===== config.mk =====
export PLATFORM = sky130hd
export DESIGN_NAME = division_issue_controller
export DESIGN_NICKNAME = d
export VERILOG_FILES = /design/src/rtl/division_issue_controller.sv
export SDC_FILE = /design/constraint.sdc
export NUM_CORES = 1
export LEC_CHECK = 0
export ABC_AREA = 1
export CORE_UTILIZATION = 43
export CTS_BUF_LIST = sky130_fd_sc_hd__clkbuf_4 sky130_fd_sc_hd__clkbuf_8
export CTS_CLUSTER_DIAMETER = 60
export DETAILED_ROUTE_END_ITERATION = 10
export MAX_ROUTING_LAYER = met4
export PLACE_DENSITY = 0.75
export REMOVE_ABC_BUFFERS = 1
export SLEW_MARGIN = 0
export SYNTH_ARGS = -nofsm -noshare
export SYNTH_HDL_FRONTEND = slang
export SYNTH_SLANG_ARGS = --single-unit

===== constraint.sdc =====
create_clock -name clk_i -period 10.6 [get_ports clk_i]
set_input_delay 3.18 -clock clk_i [delete_from_list [all_inputs] [get_ports clk_i]]
set_output_delay 3.18 -clock clk_i [all_outputs]
set_load 0.05 [all_outputs]

===== src/rtl/division_issue_controller.sv =====
// -----------------------------------------------------------------------------
// division_issue_controller
//
// Initiator side of the sequential integer divider. Requests from the issue
// stage are buffered in a small FIFO. Operations are sent to the divider one at
// a time, and each result is handed to writeback in request order together with
// its tag. Divide-by-zero and signed-overflow cases are resolved here without
// using the divider.
//
// Operation encoding (2 bits): 2'b00 DIV, 2'b01 DIVU, 2'b10 REM, 2'b11 REMU
//   bit[1] = remainder requested, bit[0] = unsigned
//
// Ports
//   clk_i, rst_i            clock, synchronous active-high reset
//   clk_en_i                clock enable; low freezes all state
//   flush_i                 kills buffered and in-flight work
//   req_*                   valid/ready request channel from the issue stage
//   div_*_o                 operands, operation and one-cycle issue pulse
//   div_result_i,
//   div_data_valid_i,
//   div_idle_i              result, result-valid and idle flag from the divider
//   wb_*                    valid/ready result channel to writeback
// -----------------------------------------------------------------------------
module division_issue_controller #(
    parameter int DATA_WIDTH = 32,
    parameter int TAG_WIDTH  = 6,
    parameter int FIFO_DEPTH = 2
) (
    input  logic                  clk_i,
    input  logic                  rst_i,
    input  logic                  clk_en_i,
    input  logic                  flush_i,
    input  logic                  req_valid_i,
    output logic                  req_ready_o,
    input  logic [DATA_WIDTH-1:0] req_dividend_i,
    input  logic [DATA_WIDTH-1:0] req_divisor_i,
    input  logic [1:0]            req_operation_i,
    input  logic [TAG_WIDTH-1:0]  req_tag_i,
    output logic [DATA_WIDTH-1:0] div_dividend_o,
    output logic [DATA_WIDTH-1:0] div_divisor_o,
    output logic [1:0]            div_operation_o,
    output logic                  div_data_valid_o,
    input  logic [DATA_WIDTH-1:0] div_result_i,
    input  logic                  div_data_valid_i,
    input  logic                  div_idle_i,
    output logic                  wb_valid_o,
    input  logic                  wb_ready_i,
    output logic [DATA_WIDTH-1:0] wb_result_o,
    output logic [TAG_WIDTH-1:0]  wb_tag_o,
    output logic                  wb_divide_by_zero_o
);

    localparam int PTR_W = (FIFO_DEPTH > 1) ? $clog2(FIFO_DEPTH) : 1;
    localparam int CNT_W = PTR_W + 1;
    localparam logic [DATA_WIDTH-1:0] MIN_NEG = {1'b1, {(DATA_WIDTH-1){1'b0}}};

    typedef enum logic [2:0] {
        ST_IDLE  = 3'd0,
        ST_GUARD = 3'd1,
        ST_WAIT  = 3'd2,
        ST_HOLD  = 3'd3,
        ST_DRAIN = 3'd4
    } state_t;

    // Request FIFO
    logic [DATA_WIDTH-1:0] fifo_dividend_r [FIFO_DEPTH];
    logic [DATA_WIDTH-1:0] fifo_divisor_r  [FIFO_DEPTH];
    logic [1:0]            fifo_op_r       [FIFO_DEPTH];
    logic [TAG_WIDTH-1:0]  fifo_tag_r      [FIFO_DEPTH];
    logic [PTR_W-1:0]      rd_ptr_r;
    logic [PTR_W-1:0]      wr_ptr_r;
    logic [CNT_W-1:0]      count_r;
    logic [CNT_W-1:0]      count_nxt_s;
    logic                  ready_r;
    logic                  push_s;
    logic                  pop_s;

    // Head of queue and special-case decode
    logic                  head_valid_s;
    logic [DATA_WIDTH-1:0] head_dividend_s;
    logic [DATA_WIDTH-1:0] head_divisor_s;
    logic [1:0]            head_op_s;
    logic [TAG_WIDTH-1:0]  head_tag_s;
    logic                  zero_s;
    logic                  ovf_s;
    logic                  special_s;
    logic [DATA_WIDTH-1:0] special_result_s;

    // FSM
    state_t                state_r;
    state_t                state_nxt_s;
    logic                  issue_s;
    logic                  bypass_s;
    logic                  capture_s;
    logic                  accept_s;

    // Output / datapath registers
    logic [DATA_WIDTH-1:0] div_dividend_r;
    logic [DATA_WIDTH-1:0] div_divisor_r;
    logic [1:0]            div_op_r;
    logic                  div_valid_r;
    logic [TAG_WIDTH-1:0]  inflight_tag_r;
    logic                  wb_valid_r;
    logic [DATA_WIDTH-1:0] wb_result_r;
    logic [TAG_WIDTH-1:0]  wb_tag_r;
    logic                  wb_dbz_r;

    assign head_valid_s    = (count_r != {CNT_W{1'b0}});
    assign head_dividend_s = fifo_dividend_r[rd_ptr_r];
    assign head_divisor_s  = fifo_divisor_r[rd_ptr_r];
    assign head_op_s       = fifo_op_r[rd_ptr_r];
    assign head_tag_s      = fifo_tag_r[rd_ptr_r];

    // A flushed cycle never enqueues; ready comes from the registered count so
    // a full FIFO cannot push and pop in the same cycle.
    assign push_s = clk_en_i & ~flush_i & req_valid_i & ready_r;
    assign pop_s  = issue_s | bypass_s;

    // Special-case decode on the FIFO head
    always_comb begin
        zero_s           = (head_divisor_s == {DATA_WIDTH{1'b0}});
        ovf_s            = ~head_op_s[0] & (head_dividend_s == MIN_NEG) &
                           (head_divisor_s == {DATA_WIDTH{1'b1}});
        special_s        = zero_s | ovf_s;
        special_result_s = {DATA_WIDTH{1'b0}};
        if (zero_s) begin
            special_result_s = head_op_s[1] ? head_dividend_s : {DATA_WIDTH{1'b1}};
        end else if (ovf_s) begin
            special_result_s = head_op_s[1] ? {DATA_WIDTH{1'b0}} : head_dividend_s;
        end else begin
            special_result_s = {DATA_WIDTH{1'b0}};
        end
    end

    // Next FIFO occupancy
    always_comb begin
        count_nxt_s = count_r;
        if (flush_i) begin
            count_nxt_s = {CNT_W{1'b0}};
        end else begin
            case ({push_s, pop_s})
                2'b10:   count_nxt_s = count_r + CNT_W'(1);
                2'b01:   count_nxt_s = count_r - CNT_W'(1);
                default: count_nxt_s = count_r;
            endcase
        end
    end

    // FIFO storage, pointers, occupancy and ready flag
    always_ff @(posedge clk_i) begin
        if (rst_i) begin
            rd_ptr_r <= {PTR_W{1'b0}};
            wr_ptr_r <= {PTR_W{1'b0}};
            count_r  <= {CNT_W{1'b0}};
            ready_r  <= 1'b1;
            for (int i = 0; i < FIFO_DEPTH; i++) begin
                fifo_dividend_r[i] <= {DATA_WIDTH{1'b0}};
                fifo_divisor_r[i]  <= {DATA_WIDTH{1'b0}};
                fifo_op_r[i]       <= 2'b00;
                fifo_tag_r[i]      <= {TAG_WIDTH{1'b0}};
            end
        end else if (clk_en_i) begin
            if (flush_i) begin
                rd_ptr_r <= {PTR_W{1'b0}};
                wr_ptr_r <= {PTR_W{1'b0}};
            end else begin
                if (push_s) begin
                    fifo_dividend_r[wr_ptr_r] <= req_dividend_i;
                    fifo_divisor_r[wr_ptr_r]  <= req_divisor_i;
                    fifo_op_r[wr_ptr_r]       <= req_operation_i;
                    fifo_tag_r[wr_ptr_r]      <= req_tag_i;
                    wr_ptr_r                  <= wr_ptr_r + PTR_W'(1);
                end
                if (pop_s) begin
                    rd_ptr_r <= rd_ptr_r + PTR_W'(1);
                end
            end
            count_r <= count_nxt_s;
            ready_r <= (count_nxt_s != CNT_W'(FIFO_DEPTH));
        end
    end

    // FSM state register
    always_ff @(posedge clk_i) begin
        if (rst_i) begin
            state_r <= ST_IDLE;
        end else if (clk_en_i) begin
            state_r <= state_nxt_s;
        end
    end

    // FSM next-state logic
    always_comb begin
        state_nxt_s = state_r;
        case (state_r)
            ST_IDLE: begin
                if (flush_i) begin
                    state_nxt_s = ST_IDLE;
                end else if (bypass_s) begin
                    state_nxt_s = ST_HOLD;
                end else if (issue_s) begin
                    state_nxt_s = ST_GUARD;
                end else begin
                    state_nxt_s = ST_IDLE;
                end
            end
            // The divider drops idle one cycle after the pulse, so idle is
            // not trusted here.
            ST_GUARD: begin
                if (flush_i) begin
                    state_nxt_s = ST_DRAIN;
                end else begin
                    state_nxt_s = ST_WAIT;
                end
            end
            // A result arriving with a flush has been consumed and discarded,
            // so nothing is left to drain: return straight to IDLE.
            ST_WAIT: begin
                if (div_data_valid_i) begin
                    state_nxt_s = flush_i ? ST_IDLE : ST_HOLD;
                end else begin
                    state_nxt_s = flush_i ? ST_DRAIN : ST_WAIT;
                end
            end
            ST_HOLD: begin
                if (flush_i || wb_ready_i) begin
                    state_nxt_s = ST_IDLE;
                end else begin
                    state_nxt_s = ST_HOLD;
                end
            end
            // The outstanding result ends the drain even under a fresh flush;
            // otherwise the controller would wait for a result that never comes.
            ST_DRAIN: begin
                if (div_data_valid_i) begin
                    state_nxt_s = ST_IDLE;
                end else begin
                    state_nxt_s = ST_DRAIN;
                end
            end
            default: state_nxt_s = ST_IDLE;
        endcase
    end

    // FSM control outputs
    always_comb begin
        issue_s   = 1'b0;
        bypass_s  = 1'b0;
        capture_s = 1'b0;
        accept_s  = 1'b0;
        case (state_r)
            ST_IDLE: begin
                if (!flush_i && head_valid_s) begin
                    if (special_s) begin
                        bypass_s = 1'b1;
                    end else if (div_idle_i) begin
                        issue_s = 1'b1;
                    end else begin
                        issue_s = 1'b0;
                    end
                end else begin
                    bypass_s = 1'b0;
                end
            end
            ST_WAIT:  capture_s = div_data_valid_i & ~flush_i;
            ST_HOLD:  accept_s  = wb_ready_i & ~flush_i;
            default: begin
                issue_s   = 1'b0;
                bypass_s  = 1'b0;
                capture_s = 1'b0;
                accept_s  = 1'b0;
            end
        endcase
    end

    // Divider issue registers and writeback registers
    always_ff @(posedge clk_i) begin
        if (rst_i) begin
            div_dividend_r <= {DATA_WIDTH{1'b0}};
            div_divisor_r  <= {DATA_WIDTH{1'b0}};
            div_op_r       <= 2'b00;
            div_valid_r    <= 1'b0;
            inflight_tag_r <= {TAG_WIDTH{1'b0}};
            wb_valid_r     <= 1'b0;
            wb_result_r    <= {DATA_WIDTH{1'b0}};
            wb_tag_r       <= {TAG_WIDTH{1'b0}};
            wb_dbz_r       <= 1'b0;
        end else if (clk_en_i) begin
            div_valid_r <= issue_s;
            if (issue_s) begin
                div_dividend_r <= head_dividend_s;
                div_divisor_r  <= head_divisor_s;
                div_op_r       <= head_op_s;
                inflight_tag_r <= head_tag_s;
            end
            if (flush_i) begin
                wb_valid_r <= 1'b0;
            end else if (bypass_s) begin
                wb_valid_r  <= 1'b1;
                wb_result_r <= special_result_s;
                wb_tag_r    <= head_tag_s;
                wb_dbz_r    <= zero_s;
            end else if (capture_s) begin
                wb_valid_r  <= 1'b1;
                wb_result_r <= div_result_i;
                wb_tag_r    <= inflight_tag_r;
                wb_dbz_r    <= 1'b0;
            end else if (accept_s) begin
                wb_valid_r <= 1'b0;
            end
        end
    end

    assign req_ready_o         = ready_r;
    assign div_dividend_o      = div_dividend_r;
    assign div_divisor_o       = div_divisor_r;
    assign div_operation_o     = div_op_r;
    // A frozen pulse must not be seen by the divider while the enable is low.
    assign div_data_valid_o    = div_valid_r & clk_en_i;
    assign wb_valid_o          = wb_valid_r;
    assign wb_result_o         = wb_result_r;
    assign wb_tag_o            = wb_tag_r;
    assign wb_divide_by_zero_o = wb_dbz_r;

endmodule


# Word-level counts from Yosys, hierarchy flattened
# Memories as Yosys holds them, arrays and structs flattened. A register that Yosys moved wholly into a read port is not among the register bits.
# Index checks and enable logic that the tools add are counted.
totals:
  register_bits: 121
  ram_bits: 144
  inputBits: 112
  output_inout_bits: 108
  word_cells: 127
  mem_count: 4
memory_table:
  columns: ["name", "words", "word_bits", "rd", "rd_ports_with_merged_regs", "write_ports", "line", "text"]
  rows:
  - ["fifo_dividend_r", 2, 32, 1, 1, 2, "66", "logic [DATA_WIDTH-1:0] fifo_dividend_r [FIFO_DEPTH];"]
  - ["fifo_divisor_r", 2, 32, 1, 1, 2, "67", "logic [DATA_WIDTH-1:0] fifo_divisor_r [FIFO_DEPTH];"]
  - ["fifo_tag_r", 2, 6, 1, 1, 2, "69", "logic [TAG_WIDTH-1:0] fifo_tag_r [FIFO_DEPTH];"]
  - ["fifo_op_r", 2, 2, 1, 1, 2, "68", "logic [1:0] fifo_op_r [FIFO_DEPTH];"]
classes:
  add_sub_neg: 4
  eq_ne: 9
  mux: 65
  n_bitwise: 12
  n_reduce_logical: 19
op_table:
  columns: ["operator", "count"]
  rows:
  - ["$mux 32", 8]
  - ["$eq 32x32->1 const B", 2]
  - ["$reduce_or 32->1", 2]
  - ["$mux 1", 43]
  - ["$logic_not 32->1", 1]
  - ["$mux 6", 3]
  - ["$pmux 3 s5", 1]
  - ["$mux 2", 6]
  - ["$mux 3", 3]
  - ["$and 1x1->1", 8]
  - ["$reduce_and 2->1", 4]
  - ["$reduce_bool 2->1", 4]
  - ["$eq 3x2->1 const B", 2]
  - ["$reduce_or 6->1", 1]
  - ["$pmux 2 s2", 1]
  - ["$reduce_bool 4->1", 1]
  - ["$eq 3x1->1 const B", 1]
  - ["$eq 3x3->1 const B", 1]
  - ["$logic_not 3->1", 1]
  - ["$reduce_and 3->1", 1]
  - ["$add 1x1->1 const B", 2]
  - ["$add 2x1->2 const B", 1]
  - ["$eq 2x1->1 const B", 1]
  - ["$eq 2x2->1 const B", 1]
  - ["other kinds (8)", 10]

# Longest topological paths before layout
# Gate-level depths: netlist of run 1.
depth:
  ltp_word: 12
  ltp_mapped: 23
  depth_no_buf: 20

# Least setup slack after synthesis of run 1
# No wires, ideal clock.
synth_timing:
  path_kind: "input-to-output"
  start: "input clk_en_i"
  end: "output div_data_valid_o"
  arrival_ps: 3839
  slack_ps: 3581
  cell_stages: 3
  cell_sequence: "clkbuf_1 -> nand2_1 -> inv_1"
synth_via:
  elab_chain_cells: 1
synth_rtl:
  columns: ["element", "line", "text"]
  rows:
  - ["start: declaration", "31", "input logic clk_en_i,"]
  - ["$and 1x1->1", "319", "assign div_data_valid_o = div_valid_r & clk_en_i;"]
  - ["end: declaration", "42", "output logic div_data_valid_o,"]
# No other way between the ends.

# Worst setup path in the final report of run 1
# Ends and elaborated chain as after synthesis.

==> results.json, run 1 <==
{
  "drtAntennaViolNets": 0,
  "syn_inst": 1540,
  "end_kind": "output port",
  "port_buffers": 219,
  "grt_use_total": 0.222,
  "cts.repair.resized": 0,
  "place_area_um2": 14500,
  "hold_class": "register to register",
  "final_cell_mix": "441 x nand2_1, 227 x nor2_1, 218 x clkdlybuf4s50_1",
  "die_w_um": 171,
  "wl_per_cell_um": 14.5,
  "synth_warnings": 0,
  "core.rowCount": 61,
  "ys_seq_area_frac": 0.554,
  "max_freq_mhz": 125,
  "synth_ff_type": "edfxtp_1",
  "worstPathMaxFanout": 10,
  "final_common_cell": "nand2_1",
  "drtPass1Iterations": 5,
  "finalHoldViolCount": 0,
  "fin_cells": 2145,
  "die_h_um": 171,
  "gr-total-overflow": 0,
  "rr_endpoint": "wb_result_o[18]",
  "worst_path_dominant_cell_family": "buffers and inverters",
  "start_util": 0.438,
  "cts.sinks": 266,
  "fin_area_um2": 15500,
  "finalCritPeriodShare": 0.755,
  "synthArstFlopShare": 0,
  "fillers": 2465,
  "cts_tree": "yes",
  "slowest_stage": "clkdlybuf4s50_1",
  "synth_area_per_cell_um2": 7.93,
  "vias_per_cell": 4.77,
  "setup_tns_ns": 0,
  "placed_cells": 2059,
  "gp_congestion": 0.824,
  "routed_wl_um": 31200,
  "crit_path_start_kind": "input port",
  "path_clk_slew_ns": 0.06,
  "setup_viol": 0,
  "crit_path_frequent_cell": "clkdlybuf4s50_1",
  "cp.arrival_ns": 4.82,
  "layout_min_cycle_time_ns": 8.00,
  "cts.path.max_buffers": 3,
  "antenna_found_initial": 3,
  "grt_pass1_vias": 9855,
  "leakage_nw": 6.62,
  "cp_num_cells": 4,
  "dieArea_um2": 29100,
  "setup_ws_ns": 2.60,
  "synth_edf_count": 144,
  "htree_levels": 2,
  "dp_slack_ns": 2.61,
  "finalMaxSlewViolations": 0,
  "crit_type": "input port to output port",
  "r2r_cells": 14,
  "holdBufCountCts": 0,
  "p_per_area_nw_per_um2": 144,
  "cp-startpoint": "clk_en_i",
  "cp_cell_sequence": "clkdlybuf4s50_1 -> nand2_1 -> inv_1 -> clkdlybuf4s50_1",
  "grt_pass1_wl_um": 48800,
  "syn-cell-area_um2": 12200,
  "hp-start": "div_dividend_o[25]",
  "grt_setup_unrepaired": "no",
  "nNetsFinal": 1841,
  "root_buffer": "clkbuf_8",
  "ys_ff_latch": 266,
  "drive_gt1_frac": 0.0726,
  "first_iter_violations": 683,
  "ys_types": 30,
  "clkLatencyLatePin_ns": 0.56,
  "worst_pin_slew_ns": 1.13,
  "status": "completed",
  "area_delta_synth_final_pct": 27.0,
  "regArea_um2": 6770,
  "io_pins": 220,
  "critPathBufInv": 3,
  "drv_cap": 0,
  "numCtsBuffers": 45,
  "multi_input_area_um2": 4260,
  "fin_worst_skew_ns": 0.0364,
  "grt_max_degree": 84,
  "endpoint": "div_data_valid_o",
  "post_cts_buffers": 0,
  "max_stage_delay_ns": 0.78,
  "r2r_setup_slack_ns": 5.23,
  "relSlewSlack": 0.249,
  "routed-via-count": 10200,
  "ir_worst_vdd_mv": 0.0838,
  "place_hpwl_um": 19000,
  "drc": 0,
  "cp.required_ns": 7.42,
  "core_um2": 27900,
  "hold_ws_ns": 0.443
}
[synth_stat cells (all sizes together), types with 2 or more instances]
library cell / count / area [um2]
edfxtp: 144 / 4320
o21ai: 110 / 562
nand2: 447 / 1690
a21oi: 103 / 527
nand4: 2 / 12.5
o21bai: 11 / 82.6
clkbuf: 54 / 203
mux2i: 8 / 87.6
inv: 211 / 792
nor2: 227 / 852
nor3: 2 / 10.0
dfxtp: 122 / 2440
or2: 30 / 188
nand3: 32 / 160
buf: 31 / 238
[tightest hold or removal path, stage by stage, from the launching register on]
cell	delay [ns]
dfxtp_1	0.31
inv_1	0.04
a21oi_1	0.05
[registers in the layout, summed over array words and instances, names as in the netlist, 3 cells and up, named ones only]
signal,cells
inflight_tag_r,6
wb_result_o,32
fifo_op_r,4
div_dividend_o,32
fifo_tag_r,12
state_r,3
fifo_dividend_r,64
wb_tag_o,6
fifo_divisor_r,64
div_divisor_o,32
[kinds of logic (layout without fill, tap and decap cells)]
kind of cell,Yosys count,in the layout,share of synthesized area
buffers and inverters,297,521,0.101
AO/OA/AOI/OAI,227,227,0.0978
XOR/XNOR,1,1,0.000717
flip-flops,266,266,0.554
multiplexers,8,8,0.00717
other,0,3,0
adder cells (fa/ha/maj),1,1,0.00102
AND/OR/NAND/NOR,740,740,0.238
[routing by layer]
layer / routed length (um) / global-route usage
met2: 15100 / 0.382
met1: 13000 / 0.261
met3: 2340 / 0.0405
met4: 757 / 0.0756
met5: 0 / -
[power breakdown]
part           internal (mW)  switching (mW)  total (mW)
Combinational         0.0609          0.0837       0.145
Sequential              1.11         0.00685        1.12
Clock                  0.567           0.411       0.978
[worst min-delay path by stage]
stage                    endpoint  slack [ns]  depth (start not counted)
2_1_floorplan         div_valid_r        0.44                          2
3_3_place_gp    div_dividend_o[9]        0.43                          2
3_5_place_dp    div_divisor_o[25]        0.44                          2
4_1_cts         div_divisor_o[20]        0.45                          2
5_1_grt         div_divisor_o[16]        0.47                          2
6_report       div_dividend_o[25]        0.44                          2
[stage by stage]
step | power [mW] | utilization
after floorplan | 1.21 | -
after global placement | 1.28 | 0.522
after detailed placement | 1.28 | 0.522
after CTS | 2.26 | 0.557
after global routing | 2.33 | 0.557
final | 2.24 | 0.557
[layout make-up]
type | count | area share
multi-input cells | 977 | 0.274
well taps | 378 | 0.0305
clock inverters | 17 | 0.0102
flip-flops and latches | 266 | 0.436
inverters | 212 | 0.0513
repair buffers | 226 | 0.144
clock buffers | 66 | 0.0525
diodes | 3 | 0.000484
No activity file was read; power rests on OpenSTA's default activity.
==> inputs of run 2 (changes only) <==
==> constraint.sdc (replaced) <==
create_clock -name clk_i -period 8.3 [get_ports clk_i]
set_input_delay 2.49 -clock clk_i [delete_from_list [all_inputs] [get_ports clk_i]]
set_output_delay 2.49 -clock clk_i [all_outputs]
set_load 0.05 [all_outputs]
==> run 2 against run 1 <==
Against the previous run:
- critical path depth stayed put
- largest power group unchanged
- final cell count is 0.14% higher
- highest routed layer unchanged
- global-route usage is 0.23 points higher
- worst hold slack worse by 0.0015 ns
- count of clock-buffer cells in the layout is 1 lower
==> results.json, run 2 (synthesis gave the netlist of run 1 again) <==
{
  "p_sw_uw": 650,
  "p_clk_frac": 0.434,
  "p_per_area_nw_per_um2": 184,
  "crit_type": "input port to output port",
  "drive_gt1_frac": 0.0735,
  "grt-busiest-layer": "met2",
  "routed_wl_um": 31500,
  "area_delta_synth_final_pct": 27.1,
  "worstPathMaxFanout": 10,
  "post_cts_buffers": 0,
  "worst_pin_slew_ns": 1.10,
  "wl_per_cell_um": 14.6,
  "finalPower_mw": 2.85,
  "grtUsageMet2": 0.384,
  "placed_cells": 2060,
  "hold_class": "register to register",
  "finalMaxSlewViolations": 0,
  "crit_path_frequent_cell": "clkdlybuf4s50_1",
  "reg_top3": "fifo_dividend_r (64), fifo_divisor_r (64)",
  "clkLatencyLatePin_ns": 0.55,
  "cp.required_ns": 5.81,
  "final_cell_mix": "441 x nand2_1, 227 x nor2_1, 218 x clkdlybuf4s50_1",
  "dp_slack_ns": 1.68,
  "core.rowCount": 61,
  "holdBufCountCts": 0,
  "pwr-share-seq": 0.501,
  "first_iter_violations": 642,
  "setup_viol": 0,
  "fin_worst_skew_ns": 0.0174,
  "swShare": 0.228,
  "place_hpwl_um": 19200,
  "io_pins": 220,
  "use_met3": 0.0407,
  "setup_tns_ns": 0,
  "grt_setup_unrepaired": "no",
  "relSlewSlack": 0.267,
  "core_um2": 27900,
  "cts_tree": "yes",
  "root_buffer": "clkbuf_8",
  "crit_path_start_kind": "input port",
  "r2r_cells": 14,
  "place_area_um2": 14500,
  "fillers": 2485,
  "grt_pass1_vias": 9941,
  "layout_min_cycle_time_ns": 6.64,
  "die_w_um": 171,
  "grt_max_degree": 84,
  "utilization": 0.557,
  "antenna_found_initial": 2,
  "worst_path_dominant_cell_family": "buffers and inverters",
  "r2r_setup_slack_ns": 2.95,
  "path_clk_slew_ns": 0.06,
  "numCtsBuffers": 46,
  "dieArea_um2": 29100,
  "fin_area_um2": 15500,
  "end_kind": "output port",
  "hp-start": "div_divisor_o[20]",
  "critPathBufInv": 3,
  "routed-via-count": 10300,
  "cp.arrival_ns": 4.15,
  "die_h_um": 171,
  "pwr-share-comb": 0.065,
  "start_util": 0.438,
  "cp_cell_sequence": "clkdlybuf4s50_1 -> nand2_1 -> inv_1 -> clkdlybuf4s50_1",
  "max_stage_delay_ns": 0.79,
  "drtAntennaViolNets": 0,
  "grt_pass1_wl_um": 49500,
  "cp-startpoint": "clk_en_i",
  "final_common_cell": "nand2_1",
  "hold_ws_ns": 0.441,
  "finalCritPeriodShare": 0.801,
  "setup_ws_ns": 1.66,
  "gp_congestion": 0.809,
  "htree_levels": 2,
  "drtPass1Iterations": 7,
  "slowest_stage": "clkdlybuf4s50_1",
  "port_buffers": 219,
  "cell_internal_pwr_mw": 2.20,
  "cts.sinks": 266,
  "status": "completed",
  "nNetsFinal": 1843,
  "vias_per_cell": 4.82,
  "gr-total-overflow": 0,
  "finalHoldViolCount": 0,
  "cp_num_cells": 4,
  "grt_use_total": 0.224,
  "drv_cap": 0,
  "ir_worst_vdd_mv": 0.120,
  "cts.repair.resized": 0,
  "use_met1": 0.267,
  "min_path_cells": 2,
  "leakage_nw": 6.63,
  "max_freq_mhz": 150,
  "fin_cells": 2148,
  "drc": 0,
  "cts.path.max_buffers": 3
}
## run 2: cell types whose count changed in the layout (fill, tap and decap cells not counted), sizes merged
cell	change
bufinv	-1
buf	+1
clkinv	+7
clkbuf	-1
clkinvlp	-2
diode	-1
## run 2: cell type report
type | count | area (um2) | share of cell area
Inverter | 212 | 796 | 0.0513
Timing Repair Buffer | 227 | 2250 | 0.145
Sequential cell | 266 | 6770 | 0.436
Tap cell | 378 | 473 | 0.0305
Antenna cell | 2 | 5.00 | 0.000322
Clock buffer | 65 | 820 | 0.0528
Clock inverter | 21 | 153 | 0.00983
Multi-Input combinational cell | 977 | 4260 | 0.274
## run 2: final timing paths
kind,to
worst max-delay path,div_data_valid_o
worst min-delay path,div_divisor_o[20]
worst max register to register,wb_result_o[26]
worst min register to register,div_divisor_o[20]
## run 2: per-layer routing
layer / up-vias / wire (um)
met5: - / 0
met4: 0 / 658
met3: 57 / 2020
met2: 348 / 15200
met1: 4753 / 13600
li1: 5190 / -
## run 2: power by group through the flow
stage / logic [mW] / clock network [mW] / registers (mW)
after global routing: 0.207 / 1.31 / 1.43
after detailed placement: 0.185 / 0 / 1.46
after global placement: 0.182 / 0 / 1.45
final: 0.185 / 1.24 / 1.43
after floorplan: 0.0850 / 0 / 1.46
after CTS: 0.186 / 1.26 / 1.43
## run 2: tightest hold or removal path, stage by stage (launching register included)
cell     delay (ns)
dfxtp_1        0.31
inv_1          0.04
a21oi_1        0.05
